### src/rtl/fetch_unit.sv
// fetch_unit: instruction fetch stage feeding decode.
// Owns the fetch PC and issues in-order requests to instruction memory. Returned
// words are buffered with their PC and offered to decode over valid/ready.
// A redirect flushes the buffer and restarts fetch at the new PC. Responses that
// are still in flight at that point are discarded when they arrive.
// Optional build macro FETCH_PERF_CNT_EN adds two saturating performance counters,
// perf_fetched_o and perf_stall_o.
module fetch_unit #(
   parameter int                AWIDTH    = 32,
   parameter int                DWIDTH    = 32,
   parameter logic [AWIDTH-1:0] BASE_ADDR = AWIDTH'(32'h0100_0000),
   parameter int                DEPTH     = 2
) (
   input  logic              clk,
   input  logic              rst,
   output logic              imem_req_o,
   output logic [AWIDTH-1:0] imem_addr_o,
   input  logic              imem_rsp_valid_i,
   input  logic [DWIDTH-1:0] imem_rsp_data_i,
   input  logic              redirect_i,
   input  logic [AWIDTH-1:0] redirect_pc_i,
   output logic              valid_o,
   input  logic              ready_i,
   output logic [AWIDTH-1:0] pc_o,
   output logic [DWIDTH-1:0] insn_o
`ifdef FETCH_PERF_CNT_EN
   ,
   output logic [31:0]       perf_fetched_o,
   output logic [31:0]       perf_stall_o
`endif
);

   // Pointer width indexes the buffer. Occupancy-style counters need one extra
   // bit so that the value DEPTH itself can be represented.
   localparam int                PW        = $clog2(DEPTH);
   localparam int                CW        = PW + 1;
   localparam logic [CW:0]       DEPTH_LIM = (CW + 1)'(DEPTH);
   localparam logic [AWIDTH-1:0] PC_STEP   = AWIDTH'(4);

   // Architectural state
   logic [AWIDTH-1:0] fetch_pc_reg, fetch_pc_next;
   logic [AWIDTH-1:0] rsp_pc_reg, rsp_pc_next;
   logic [CW-1:0]     count_reg, count_next;
   logic [CW-1:0]     inflight_reg, inflight_next;
   logic [CW-1:0]     drop_cnt_reg, drop_cnt_next;
   logic [PW-1:0]     wr_ptr_reg, wr_ptr_next;
   logic [PW-1:0]     rd_ptr_reg, rd_ptr_next;

   // Buffer storage: PC and instruction of each entry
   logic [AWIDTH-1:0] pc_mem   [DEPTH];
   logic [DWIDTH-1:0] insn_mem [DEPTH];

   // Per-cycle events
   logic [CW:0]       credit_sum;
   logic              issue;
   logic              push;
   logic              drop;
   logic              pop;
   logic [AWIDTH-1:0] redirect_pc_aligned;

   // The low two bits of the redirect target are ignored: PCs are word aligned.
   logic unused_pc_lsbs;
   assign unused_pc_lsbs      = ^redirect_pc_i[1:0];
   assign redirect_pc_aligned = {redirect_pc_i[AWIDTH-1:2], 2'b00};

   // Event decode. Every request in flight owns a buffer slot, so a request is
   // only issued while occupancy plus outstanding requests leave room. The
   // reset term keeps the request low while rst is held.
   always_comb begin
      credit_sum = {1'b0, count_reg} + {1'b0, inflight_reg};
      issue      = !rst && !redirect_i && (credit_sum < DEPTH_LIM);
      push       = imem_rsp_valid_i && (drop_cnt_reg == '0) && !redirect_i;
      drop       = imem_rsp_valid_i && (drop_cnt_reg != '0);
      pop        = valid_o && ready_i;
   end

   // Next-state computation for PCs, counters and buffer pointers
   always_comb begin
      fetch_pc_next = fetch_pc_reg;
      rsp_pc_next   = rsp_pc_reg;
      count_next    = count_reg;
      inflight_next = inflight_reg;
      drop_cnt_next = drop_cnt_reg;
      wr_ptr_next   = wr_ptr_reg;
      rd_ptr_next   = rd_ptr_reg;

      // Outstanding requests track issue and response independently of
      // redirects: dropped responses still retire their request.
      case ({issue, imem_rsp_valid_i})
         2'b10:   inflight_next = inflight_reg + CW'(1);
         2'b01:   inflight_next = inflight_reg - CW'(1);
         default: inflight_next = inflight_reg;
      endcase

      if (redirect_i) begin
         // Everything still outstanding after this cycle belongs to the old
         // path. Recomputing from inflight each time makes back-to-back
         // redirects count each response exactly once.
         fetch_pc_next = redirect_pc_aligned;
         rsp_pc_next   = redirect_pc_aligned;
         count_next    = '0;
         wr_ptr_next   = '0;
         rd_ptr_next   = '0;
         drop_cnt_next = inflight_reg - CW'(imem_rsp_valid_i);
      end else begin
         if (issue) begin
            fetch_pc_next = fetch_pc_reg + PC_STEP;
         end
         if (push) begin
            rsp_pc_next = rsp_pc_reg + PC_STEP;
            wr_ptr_next = wr_ptr_reg + PW'(1);
         end
         if (pop) begin
            rd_ptr_next = rd_ptr_reg + PW'(1);
         end
         if (drop) begin
            drop_cnt_next = drop_cnt_reg - CW'(1);
         end
         case ({push, pop})
            2'b10:   count_next = count_reg + CW'(1);
            2'b01:   count_next = count_reg - CW'(1);
            default: count_next = count_reg;
         endcase
      end
   end

   // State register with asynchronous reset
   always_ff @(posedge clk or posedge rst) begin
      if (rst) begin
         fetch_pc_reg <= BASE_ADDR;
         rsp_pc_reg   <= BASE_ADDR;
         count_reg    <= '0;
         inflight_reg <= '0;
         drop_cnt_reg <= '0;
         wr_ptr_reg   <= '0;
         rd_ptr_reg   <= '0;
      end else begin
         fetch_pc_reg <= fetch_pc_next;
         rsp_pc_reg   <= rsp_pc_next;
         count_reg    <= count_next;
         inflight_reg <= inflight_next;
         drop_cnt_reg <= drop_cnt_next;
         wr_ptr_reg   <= wr_ptr_next;
         rd_ptr_reg   <= rd_ptr_next;
      end
   end

   // Buffer write: a kept response is stored with the PC it was fetched from.
   // Contents need no reset because occupancy gates every read.
   always_ff @(posedge clk) begin
      if (push) begin
         pc_mem[wr_ptr_reg]   <= rsp_pc_reg;
         insn_mem[wr_ptr_reg] <= imem_rsp_data_i;
      end
   end

   // Outputs. valid_o comes straight from occupancy, and the head fields read as
   // zero whenever it is low, so reset clears all of them at once.
   always_comb begin
      imem_req_o  = issue;
      imem_addr_o = fetch_pc_reg;
      valid_o     = (count_reg != '0);
      pc_o        = valid_o ? pc_mem[rd_ptr_reg]   : '0;
      insn_o      = valid_o ? insn_mem[rd_ptr_reg] : '0;
   end

`ifdef FETCH_PERF_CNT_EN
   logic [31:0] perf_fetched_reg;
   logic [31:0] perf_stall_reg;

   // Saturating counters: transfers to decode, and idle cycles not caused by a
   // redirect.
   always_ff @(posedge clk or posedge rst) begin
      if (rst) begin
         perf_fetched_reg <= '0;
         perf_stall_reg   <= '0;
      end else begin
         if (pop && (perf_fetched_reg != 32'hFFFF_FFFF)) begin
            perf_fetched_reg <= perf_fetched_reg + 32'd1;
         end
         if (!valid_o && !redirect_i && (perf_stall_reg != 32'hFFFF_FFFF)) begin
            perf_stall_reg <= perf_stall_reg + 32'd1;
         end
      end
   end

   assign perf_fetched_o = perf_fetched_reg;
   assign perf_stall_o   = perf_stall_reg;
`endif

endmodule

### config.mk
export PLATFORM = sky130hd
export DESIGN_NAME = fetch_unit
export DESIGN_NICKNAME = d
export VERILOG_FILES = /design/src/rtl/fetch_unit.sv
export SDC_FILE = /design/constraint.sdc
export NUM_CORES = 1
export LEC_CHECK = 0
export ABC_AREA = 1
export BUFFER_PORTS_ARGS = -buffer_cell sky130_fd_sc_hd__buf_2
export CORE_MARGIN = 2
export CORE_UTILIZATION = 50
export DETAILED_ROUTE_END_ITERATION = 12
export PLACE_DENSITY = 0.78
export SETUP_SLACK_MARGIN = 0.5
export SLEW_MARGIN = 20
export SYNTH_ARGS = -nofsm -noshare
export SYNTH_HDL_FRONTEND = slang
export SYNTH_SLANG_ARGS = --single-unit
### constraint.sdc
create_clock -name clk -period 7.8 [get_ports clk]
set_input_delay 1.17 -clock clk [delete_from_list [all_inputs] [get_ports clk]]
set_output_delay 1.17 -clock clk [all_outputs]
set_load 0.01 [all_outputs]
==> qor.tcl, run 1 <==
set qor(antenna-diode-count) 0
set qor(holdCritPathClass) {flip-flop to flip-flop}
set qor(crit_slowest_cell) {sky130_fd_sc_hd__inv_1}
set qor(clock_skew_ps) 9.218
set qor(grt_usage) 0.2288
set qor(highest_cell_delay_on_the_worst_timing_path_ps) 960
set qor(ys_seq_elements) 192
set qor(postSynthCellCount) 1027
set qor(reg2reg_to) {pc_mem[1][24]}
set qor(clock_latency_ps) 430
set qor(max-cap-violations) 0
set qor(finalSetupTns_ps) 0
set qor(reg_with_most_ffs) {insn_mem}
set qor(dp_cells) 1392
set qor(asyncSetResetFlopFracSynth) 0.3542
set qor(cellPowerDensity_nw_per_um2) 300.4
set qor(grt.met2_usage) 0.3754
set qor(ios) 167
set qor(synth_most_common_cell) {sky130_fd_sc_hd__nand2_1}
set qor(slew_headroom) 0.2362
set qor(setup_viol) 0
set qor(timing_worst_slew_pin_value_ps) 1144
set qor(die_area_sq_um) 19890
set qor(hold_viol_final) 0
set qor(nets) 1252
set qor(drt_first_iter_violations) 611
set qor(detail_route.first_pass.iterations) 5
set qor(largest_reg_flops) 64
set qor(worst_hold_check_slack_ps) 535.4
set qor(placedInstanceArea_sq_um) 10380
set qor(busiest_layer) {met2}
set qor(rsz0062_at_grt) {no}
set qor(yosysTopAreaCellShare) 0.3967
set qor(r2r_setup_slack_ps) 4920
set qor(grt_start_max_net_pins) 69
set qor(clockBufferDepth) 2
set qor(regToRegStartpoint) {drop_cnt_reg[0]}
set qor(grtUsageMet3) 0.04586
set qor(path_class) {input pin to output pin}
set qor(globalRouteMet1Util) 0.3164
set qor(worstPathBufferInverterCount) 4
set qor(hold_path.startpoint) {rsp_pc_reg[6]}
set qor(vias) 7644
set qor(leading_registers_by_flop_count) {insn_mem (64), pc_mem (60)}
set qor(netlist-cell-type-count) 45
set qor(antenna_violating_nets_post_route) 0
set qor(pnr_worst_setup_slack_ps) 2957
set qor(postCtsHoldBufs) 0
set qor(grt_antenna_before_repair) 0
set qor(via_per_inst) 5.368
set qor(place.gp.congestion) 0.9122
set qor(slew_violations) 0
set qor(cp_cell_sequence) {buf_2, inv_1, nand3_4, inv_1, buf_2}
set qor(drc) 0
set qor(core-area_sq_um) 18580
set qor(number_of_enable_type_register_cells_in_the_synthesized_netlist) 124
set qor(portBuffers) 160
set qor(post_drt_wl_per_cell_um) 15.82
set qor(grt_first_pass_wirelength_um) 35920
set qor(clockRootBuffer) {sky130_fd_sc_hd__clkbuf_16}
set qor(worst_hold_path.endpoint) {pc_mem[1][6]}
set qor(syn_area_sq_um) 9387
set qor(post_cts_resize_count) 0
set qor(layout-drive-gt1-share) 0.2143
set qor(number_of_global_route_vias_before_repair) 7156
set qor(die-height_um) 141.0
set qor(fmax_mhz) 206.5
set qor(hold_depth) 0
set qor(fp-row-count) 50
set qor(synth.yosys.seq_area_share) 0.5782
set qor(post_cts.repair.setup_buffers) 0
set qor(areaGrowthSynthToFinish_pct) 16.46
set qor(grt_overflow_total) 0
set qor(post-place-ws_ps) 3014
set qor(leakage_uw) 0.004900
set qor(ff2ff_path_depth) 7
set qor(synthesis.area_per_instance_sq_um) 9.140
set qor(clock_tree.htree_level_count) 4
set qor(final_period_minus_worst_setup_slack_ps) 4843
set qor(yosysWarnings) 0
set qor(synth_top_cells_by_area) {sky130_fd_sc_hd__edfxtp_1, sky130_fd_sc_hd__dfrtp_1, sky130_fd_sc_hd__nand2_1}
set qor(tritoncts) {yes}
set qor(fill_cells) 1608
set qor(drt_wl_total_um) 22520
set qor(postLayoutCellArea_sq_um) 10930
set qor(initial_utilization) 0.5052
set qor(numCtsBuffers) 17
set qor(cts.sinks) 192
set qor(top_fanout_value_on_the_critical_path) 38
set qor(synthFlopType) {sky130_fd_sc_hd__edfxtp_1}
set qor(category_of_the_worst_setup_path_launch_point) {input pin}
set qor(critical-path-top-delay-family) {buffers and inverters}
set qor(cp.arrival_ps) 3670
set qor(top_cell_types_by_occurrence_after_synthesis) {sky130_fd_sc_hd__nand2_1, sky130_fd_sc_hd__edfxtp_1, sky130_fd_sc_hd__inv_1}
set qor(status) {complete, no violations}
set qor(worst-endpoint-required_ps) 6630
set qor(die_x_um) 141.0
set qor(max-vdd-ir-drop_mv) 0.1620
set qor(cts.reportedPaths.clkPinSlew_ps) 70
set qor(place_hpwl_um) 15250
set qor(post-synth-top-area-cell) {sky130_fd_sc_hd__edfxtp_1}
set qor(non_filler_instances) 1424
set qor(post-route-period-util) 0.6208
set qor(critPathCaptureType) {output pin}
## logic make-up after synthesis
family | Yosys count | share of synthesized area
adders and majority gates | 6 | 0.008798
AOI/OAI and AO/OA | 147 | 0.08758
other | 1 | 0.0003995
DFF | 192 | 0.5782
xor gates and xnor gates | 15 | 0.01400
and+or+nand+nor | 520 | 0.2491
buffers and inverters | 146 | 0.06185
## worst max path at each step
stage / from / to / slack (ps) / depth (start not counted)
global route: redirect_i / imem_req_o / 2810 / 5
finish: redirect_i / imem_req_o / 2960 / 5
detailed placement: redirect_i / imem_req_o / 3010 / 5
floorplan: redirect_i / insn_mem[0][0] / 3110 / 4
CTS: redirect_i / imem_req_o / 3000 / 5
global placement: redirect_i / imem_req_o / 3030 / 5
## through the flow
step             util  power (uW)
2_1_floorplan       -        2079
3_3_place_gp   0.5584        2446
3_5_place_dp   0.5584        2478
4_1_cts        0.5883        3297
5_1_grt        0.5884        3484
6_report       0.5884        3283
## power breakdown
| group | switching (uW) | leakage, uW | internal [uW] |
|---|---|---|---|
| sequential | 164 | 0.00194 | 1250 |
| combinational | 689 | 0.00269 | 356 |
| clock | 402 | 0.000266 | 420 |
## layer usage
metal / up-vias / routed length (um)
li1: 3709 / -
met1: 3589 / 9757
met2: 326 / 10470
met3: 20 / 2049
met4: 0 / 247
met5: - / 0
## worst register-to-register path: stages (launching register included)
cell,delay (ps)
sky130_fd_sc_hd__dfrtp_1,360
sky130_fd_sc_hd__inv_1,100
sky130_fd_sc_hd__ha_1,170
sky130_fd_sc_hd__nand2_1,90
sky130_fd_sc_hd__nor2_2,520
sky130_fd_sc_hd__inv_2,260
sky130_fd_sc_hd__nor2_4,330
sky130_fd_sc_hd__buf_4,640
## cell type report
cell class	instances	area, sq um	share of cell area
clock buffer	18	429.2	0.03926
clock inverter	14	126.4	0.01156
multi-input combinational	692	3405	0.3114
sequential	192	5429	0.4966
tap	234	292.8	0.02678
inverter	109	411.6	0.03766
timing repair buffer	165	838.3	0.07669
## cells in the final DEF (no fill, tap or decap), drive strengths merged, types with 8 or more instances in the layout
cell,count
edfxtp,124
buf,165
inv,112
nand4,15
o211ai,13
dfrtp,66
nand3,79
o21ai,37
nor2,72
xor2,13
clkbuf,18
nor3,11
nand2,337
clkinv,8
a21oi,81
Note: power is estimated with default switching activity, not from simulation.
==> inputs of run 2 (changes only) <==
Settings changed: ABC_AREA 1 to 0.
Clock period 7.8 ns to 4.72 ns, I/O delays scaled along.
==> run 2 against run 1 <==
Effect of this change:
- synthesized cell count down 31%
- worst setup slack lost 1400 ps
- clock skew up 3.5 ps
- largest power group unchanged
- first-iteration DRC count decreased by 26%
==> qor.tcl, run 2 <==
set qor(max-vdd-ir-drop_mv) 0.2745
set qor(post_drt_wl_per_cell_um) 16.94
set qor(leakage_uw) 0.003954
set qor(grt_usage) 0.2062
set qor(yosysWarnings) 0
set qor(grt_overflow_total) 0
set qor(drt_first_iter_violations) 454
set qor(hold_viol_final) 0
set qor(post_cts_resize_count) 0
set qor(synth.yosys.seq_area_share) 0.6230
set qor(postCtsHoldBufs) 0
set qor(finalSetupTns_ps) 0
set qor(netlist-cell-type-count) 50
set qor(worst-endpoint-required_ps) 4010
set qor(areaGrowthSynthToFinish_pct) 18.71
set qor(synthesis.area_per_instance_sq_um) 12.38
set qor(place_hpwl_um) 12200
set qor(critPathCapture) {imem_req_o}
set qor(mostFrequentLayoutCells) {sky130_fd_sc_hd__buf_2, sky130_fd_sc_hd__edfxtp_1, sky130_fd_sc_hd__nor2_1}
set qor(dp_cells) 1060
set qor(place.gp.congestion) 0.9102
set qor(setup_viol) 0
set qor(clock_tree.htree_level_count) 4
set qor(path_class) {flip-flop to output pin}
set qor(grt.met2_usage) 0.3174
set qor(tritoncts) {yes}
set qor(non_filler_instances) 1093
set qor(via_per_inst) 5.679
set qor(yosysTopAreaCellShare) 0.4274
set qor(category_of_the_worst_setup_path_launch_point) {flip-flop}
set qor(reg_with_most_ffs) {insn_mem}
set qor(initial_utilization) 0.5072
set qor(r2r_setup_slack_ps) 1680
set qor(top_fanout_value_on_the_critical_path) 5
set qor(syn_area_sq_um) 8712
set qor(cp.arrival_ps) 2410
set qor(grtUsageMet3) 0.04623
set qor(antenna-diode-count) 0
set qor(fmax_mhz) 321.0
set qor(post-route-period-util) 0.6601
set qor(clock_skew_ps) 12.75
set qor(final_period_minus_worst_setup_slack_ps) 3116
set qor(holdCritPathClass) {input pin to flip-flop}
set qor(rsz0062_at_grt) {no}
set qor(synthFlopType) {sky130_fd_sc_hd__edfxtp_1}
set qor(drc) 0
set qor(antenna_violating_nets_post_route) 0
set qor(die_area_sq_um) 18500
set qor(number_of_global_route_vias_before_repair) 5756
set qor(grt_antenna_before_repair) 0
set qor(cellPowerDensity_nw_per_um2) 443.0
set qor(max-cap-violations) 0
set qor(timing_worst_slew_pin_value_ps) 923.8
set qor(setup.worst_path.start) {count_reg[0]}
set qor(postSynthCellCount) 704
set qor(synth_most_common_cell) {sky130_fd_sc_hd__edfxtp_1}
set qor(largest_reg_flops) 64
set qor(die_x_um) 136
set qor(post_cts.repair.setup_buffers) 0
set qor(clock_latency_ps) 440
set qor(numCtsBuffers) 17
set qor(clockBufferDepth) 2
set qor(mostFrequentLayoutCell) {sky130_fd_sc_hd__buf_2}
set qor(nets) 930
set qor(ios) 167
set qor(reg2reg_to) {imem_addr_o[20]}
set qor(regToRegStartpoint) {count_reg[0]}
set qor(layout-drive-gt1-share) 0.2673
set qor(cts.sinks) 192
set qor(cts.reportedPaths.clkPinSlew_ps) 70
set qor(grt_start_max_net_pins) 64
set qor(portBuffers) 160
set qor(clockRootBuffer) {sky130_fd_sc_hd__clkbuf_16}
set qor(asyncSetResetFlopFracSynth) 0.3542
set qor(die-height_um) 136
set qor(drt_wl_total_um) 18520
set qor(busiest_layer) {met2}
set qor(fp-row-count) 48
set qor(detail_route.first_pass.iterations) 5
set qor(post-synth-top-area-cell) {sky130_fd_sc_hd__edfxtp_1}
set qor(critPathCaptureType) {output pin}
set qor(status) {complete, no violations}
set qor(slew_headroom) 0.3841
set qor(grt_first_pass_wirelength_um) 29410
set qor(leading_registers_by_flop_count) {insn_mem (64), pc_mem (60)}
set qor(ys_seq_elements) 192
set qor(core-area_sq_um) 17180
set qor(globalRouteMet1Util) 0.2882
set qor(vias) 6207
set qor(top_cell_types_by_occurrence_after_synthesis) {sky130_fd_sc_hd__edfxtp_1, sky130_fd_sc_hd__nor2_1, sky130_fd_sc_hd__dfrtp_1}
set qor(slew_violations) 0
set qor(ff2ff_path_depth) 6
set qor(synth_top_cells_by_area) {sky130_fd_sc_hd__edfxtp_1, sky130_fd_sc_hd__dfrtp_1, sky130_fd_sc_hd__mux2i_1}
set qor(report.power.total_uw) 4582
set qor(number_of_enable_type_register_cells_in_the_synthesized_netlist) 124
==> run 2: changes by cell type after synthesis, moves of 17 or more <==
cell / delta
sky130_fd_sc_hd__mux2_2: +17
sky130_fd_sc_hd__inv_1: -86
sky130_fd_sc_hd__nor2_1: +54
sky130_fd_sc_hd__mux2i_1: +64
sky130_fd_sc_hd__nand3_1: -60
sky130_fd_sc_hd__a31oi_1: +19
sky130_fd_sc_hd__nand2_1: -291
sky130_fd_sc_hd__a21oi_1: -74
==> run 2: cells by family after synthesis <==
logic type / count (synthesis) / synth area share
AO/OA/AOI/OAI: 84 / 0.06477
XOR/XNOR: 29 / 0.02915
adder cells (fa/ha/maj): 6 / 0.009479
buffers and inverters: 52 / 0.02513
flip-flops: 192 / 0.6230
multiplexers: 81 / 0.09550
other: 1 / 0.0004304
AND/OR/NAND/NOR: 259 / 0.1525
==> run 2: worst min path at each step <==
stage,startpoint,to,slack [ps],depth (start not counted)
2_1_floorplan,rsp_pc_reg[31],pc_mem[0][31],460,0
5_1_grt,imem_rsp_data_i[29],insn_mem[0][29],450,1
3_5_place_dp,rsp_pc_reg[8],pc_mem[1][8],510,0
6_report,imem_rsp_data_i[29],insn_mem[0][29],470,1
3_3_place_gp,rsp_pc_reg[8],pc_mem[0][8],500,0
4_1_cts,imem_rsp_data_i[0],insn_mem[0][0],450,1
==> run 2: metal layers <==
layer / share of wire / wire (um) / vias to the layer above
met1: 0.45 / 8412 / 2971
met4: 0.020 / 368 / 0
li1: - / - / 2956
met3: 0.069 / 1285 / 33
met2: 0.46 / 8450 / 247
met5: 0 / 0 / -
==> run 2: critical path: stages, from the launching register on <==
cell and delay, ps:
sky130_fd_sc_hd__dfrtp_1 460, sky130_fd_sc_hd__and2_1 200, sky130_fd_sc_hd__fa_1 470, sky130_fd_sc_hd__or4_1 630
sky130_fd_sc_hd__inv_1 90, sky130_fd_sc_hd__buf_2 130
==> run 2: stage by stage <==
step | instance area (sq um) | hold WS [ps] | setup WS [ps] | util
finish | 10340 | 465.3 | 1604 | 0.6021
global route | 10340 | 446.3 | 1481 | 0.6021
CTS | 10310 | 445.4 | 1588 | 0.6005
detailed placement | 9714 | 505.8 | 1670 | 0.5656
global placement | 9714 | 495.0 | 1690 | 0.5656
floorplan | 8733 | 464.3 | 478.7 | -
==> run 2: area by class of cell <==
type / count / area (sq um)
inverters: 15 / 56.30
flip-flops and latches: 192 / 5431
repair buffers: 166 / 865.8
well taps: 225 / 281.5
fillers: 1396 / 6834
multi-input cells: 463 / 3107
clock buffers: 21 / 514.2
clock inverters: 11 / 86.33
==> run 2: where the power goes <==
group	leakage, uW	switching, uW	total, uW	internal (uW)
Sequential	0.00191	184	2180	1990
Clock	0.000297	629	1420	792
Combinational	0.00175	569	981	412
Total	0.00395	1380	4580	3200
==> inputs of run 3 (changes only) <==
Settings changed: ABC_AREA 0 to 1.
Clock period 4.72 ns to 2.9 ns, I/O delays scaled along.
==> run 3 against run 2 <==
Effect of this change:
- worst setup slack got worse by 1100 ps
- clock skew about the same
- global-route usage up 2.8 points
- count of clock-buffer cells in the layout shrank 2
- power increased by 98%
- combinational power grew to 3.0 times the previous value
==> qor.tcl, run 3 (synthesized netlist as in run 1, its figures left out) <==
set qor(via_per_inst) 5.373
set qor(vias) 7742
set qor(tritoncts) {yes}
set qor(post_drt_wl_per_cell_um) 16.00
set qor(cp.arrival_ps) 1940
set qor(multiInputGateArea_sq_um) 3405
set qor(post-route-period-util) 0.8173
set qor(detail_route.first_pass.iterations) 8
set qor(finalSetupTns_ps) 0
set qor(areaGrowthSynthToFinish_pct) 19.03
set qor(postCtsHoldBufs) 0
set qor(grt_start_max_net_pins) 64
set qor(cp_cell_sequence) {nand2_1, inv_1, fa_1, nor2_4, nand3_4, inv_2, buf_2}
set qor(cts.reportedPaths.clkPinSlew_ps) 70
set qor(leakage_uw) 0.005021
set qor(die_area_sq_um) 19890
set qor(drt_wl_total_um) 23050
set qor(share_clk_of_total_power) 0.250
set qor(reg_with_most_ffs) {insn_mem}
set qor(worst-endpoint-required_ps) 2470
set qor(critPathCapture) {imem_req_o}
set qor(slew_headroom) 0.4724
set qor(fmax_mhz) 421.9
set qor(grt_first_pass_wirelength_um) 36400
set qor(clock_latency_ps) 440
set qor(portBuffers) 160
set qor(crit_slowest_cell) {sky130_fd_sc_hd__fa_1}
set qor(ff2ff_path_depth) 11
set qor(pnr_worst_setup_slack_ps) 530.0
set qor(holdCritPathClass) {input pin to asynchronous set/reset pin}
set qor(post-place-ws_ps) 677.3
set qor(die-height_um) 141.0
set qor(grt_overflow_total) 0
set qor(numCtsBuffers) 17
set qor(total_switching_power_uw) 3414
set qor(ios) 167
set qor(layout.area.seq_sq_um) 5434
set qor(regToRegStartpoint) {inflight_reg[0]}
set qor(cellInternalPower_uw) 5655
set qor(antenna_violating_nets_post_route) 0
set qor(category_of_the_worst_setup_path_launch_point) {flip-flop}
set qor(place.gp.congestion) 0.9292
set qor(reg2reg_to) {imem_addr_o[25]}
set qor(core-area_sq_um) 18580
set qor(top_fanout_value_on_the_critical_path) 5
set qor(combPwrFrac) 0.327
set qor(layout-drive-gt1-share) 0.2270
set qor(die_x_um) 141.0
set qor(seq_power_share) 0.422
set qor(drc) 0
set qor(grt_usage) 0.2342
set qor(nets) 1269
set qor(fp-row-count) 50
set qor(clock_tree.htree_level_count) 4
set qor(setup.worst_path.start) {inflight_reg[0]}
set qor(max-cap-violations) 0
set qor(clock_skew_ps) 12.94
set qor(highest_cell_delay_on_the_worst_timing_path_ps) 480
set qor(cellPowerDensity_nw_per_um2) 811.7
set qor(number_of_global_route_vias_before_repair) 7111
set qor(critPathCaptureType) {output pin}
set qor(largest_reg_flops) 64
set qor(path_class) {flip-flop to output pin}
set qor(fill_cells) 1569
set qor(status) {complete, no violations}
set qor(rsz0062_at_grt) {yes}
set qor(drt_first_iter_violations) 717
set qor(r2r_setup_slack_ps) 600
set qor(initial_utilization) 0.5052
set qor(grt_antenna_before_repair) 0
set qor(max-vdd-ir-drop_mv) 0.4847
set qor(slew_violations) 0
set qor(leading_registers_by_flop_count) {insn_mem (64), pc_mem (60)}
set qor(mostFrequentLayoutCells) {sky130_fd_sc_hd__nand2_1, sky130_fd_sc_hd__buf_2, sky130_fd_sc_hd__edfxtp_1}
set qor(final_period_minus_worst_setup_slack_ps) 2370
set qor(antenna-diode-count) 0
set qor(clockRootBuffer) {sky130_fd_sc_hd__clkbuf_16}
set qor(place_hpwl_um) 16010
set qor(mostFrequentLayoutCell) {sky130_fd_sc_hd__nand2_1}
set qor(setup_viol) 0
set qor(timing_worst_slew_pin_value_ps) 790.2
set qor(clockBufferDepth) 2
set qor(cts.sinks) 192
set qor(hold_viol_final) 0
set qor(share_of_total_power_consumed_by_net_switching) 0.3765
[run 3: cell count changes in the layout (fill, tap and decap cells not counted), sizes merged, moves of 17 or more]
cell / before / now
mux2: 17 / 0
nor2: 103 / 72
inv: 21 / 114
mux2i: 64 / 0
nand2: 33 / 337
nand3: 16 / 79
a31oi: 24 / 5
o21ai: 16 / 37
a21oi: 6 / 81
[run 3: stage by stage]
stage / std cells / power, uW / utilization / cell area, sq um / hold WS, ps
floorplan: 1030 / 5590 / - / 9413 / 464.1
global placement: 1405 / 6673 / 0.5684 / 10560 / 499.6
detailed placement: 1405 / 6759 / 0.5684 / 10560 / 515.6
CTS: 1439 / 9038 / 0.5997 / 11140 / 169.3
global route: 1441 / 9600 / 0.6013 / 11170 / 155.9
finish: 1441 / 9069 / 0.6013 / 11170 / 177.8
[run 3: layout make-up]
class	instances	area share
clock buffer	19	0.03875
clock inverter	13	0.01142
inverter	109	0.03673
multi-input combinational	692	0.3047
sequential	192	0.4863
tap	234	0.02620
timing repair buffer	182	0.09586
[run 3: how the worst min path moves through the flow]
stage / to / start / cells past startpoint
finish: count_reg[1] / rst / 2
CTS: insn_mem[0][9] / imem_rsp_data_i[9] / 1
global placement: pc_mem[0][30] / rsp_pc_reg[30] / 0
floorplan: pc_mem[0][31] / rsp_pc_reg[31] / 0
global route: insn_mem[1][10] / imem_rsp_data_i[10] / 1
detailed placement: pc_mem[1][31] / rsp_pc_reg[31] / 0
[run 3: what timing repair did]
item,CTS,global route
gates resized for setup,4,4
buffers inserted,2,2
setup endpoints to repair,11,28
pin swaps,2,1
[run 3: power groups by stage]
stage	Sequential, uW	Clock (uW)	Combinational, uW
2_1_floorplan	3790	0	1800
3_3_place_gp	3860	0	2810
3_5_place_dp	3880	0	2880
4_1_cts	3830	2280	2930
5_1_grt	3890	2420	3290
6_report	3830	2270	2970
[run 3: critical path: cells and delay by family (launching register included)]
family	cells	cell delay [ps]
buf+inv	3	280
flops	1	440
fa+ha+maj	1	480
simple gates	3	300
[run 3: metal layers]
layer / vias up / GRT usage / wire length (um)
met5: - / 0 / 0
met4: 0 / 0.06579 / 341
met3: 27 / 0.05435 / 2260
met2: 371 / 0.3741 / 10730
met1: 3601 / 0.3241 / 9719
li1: 3743 / - / -
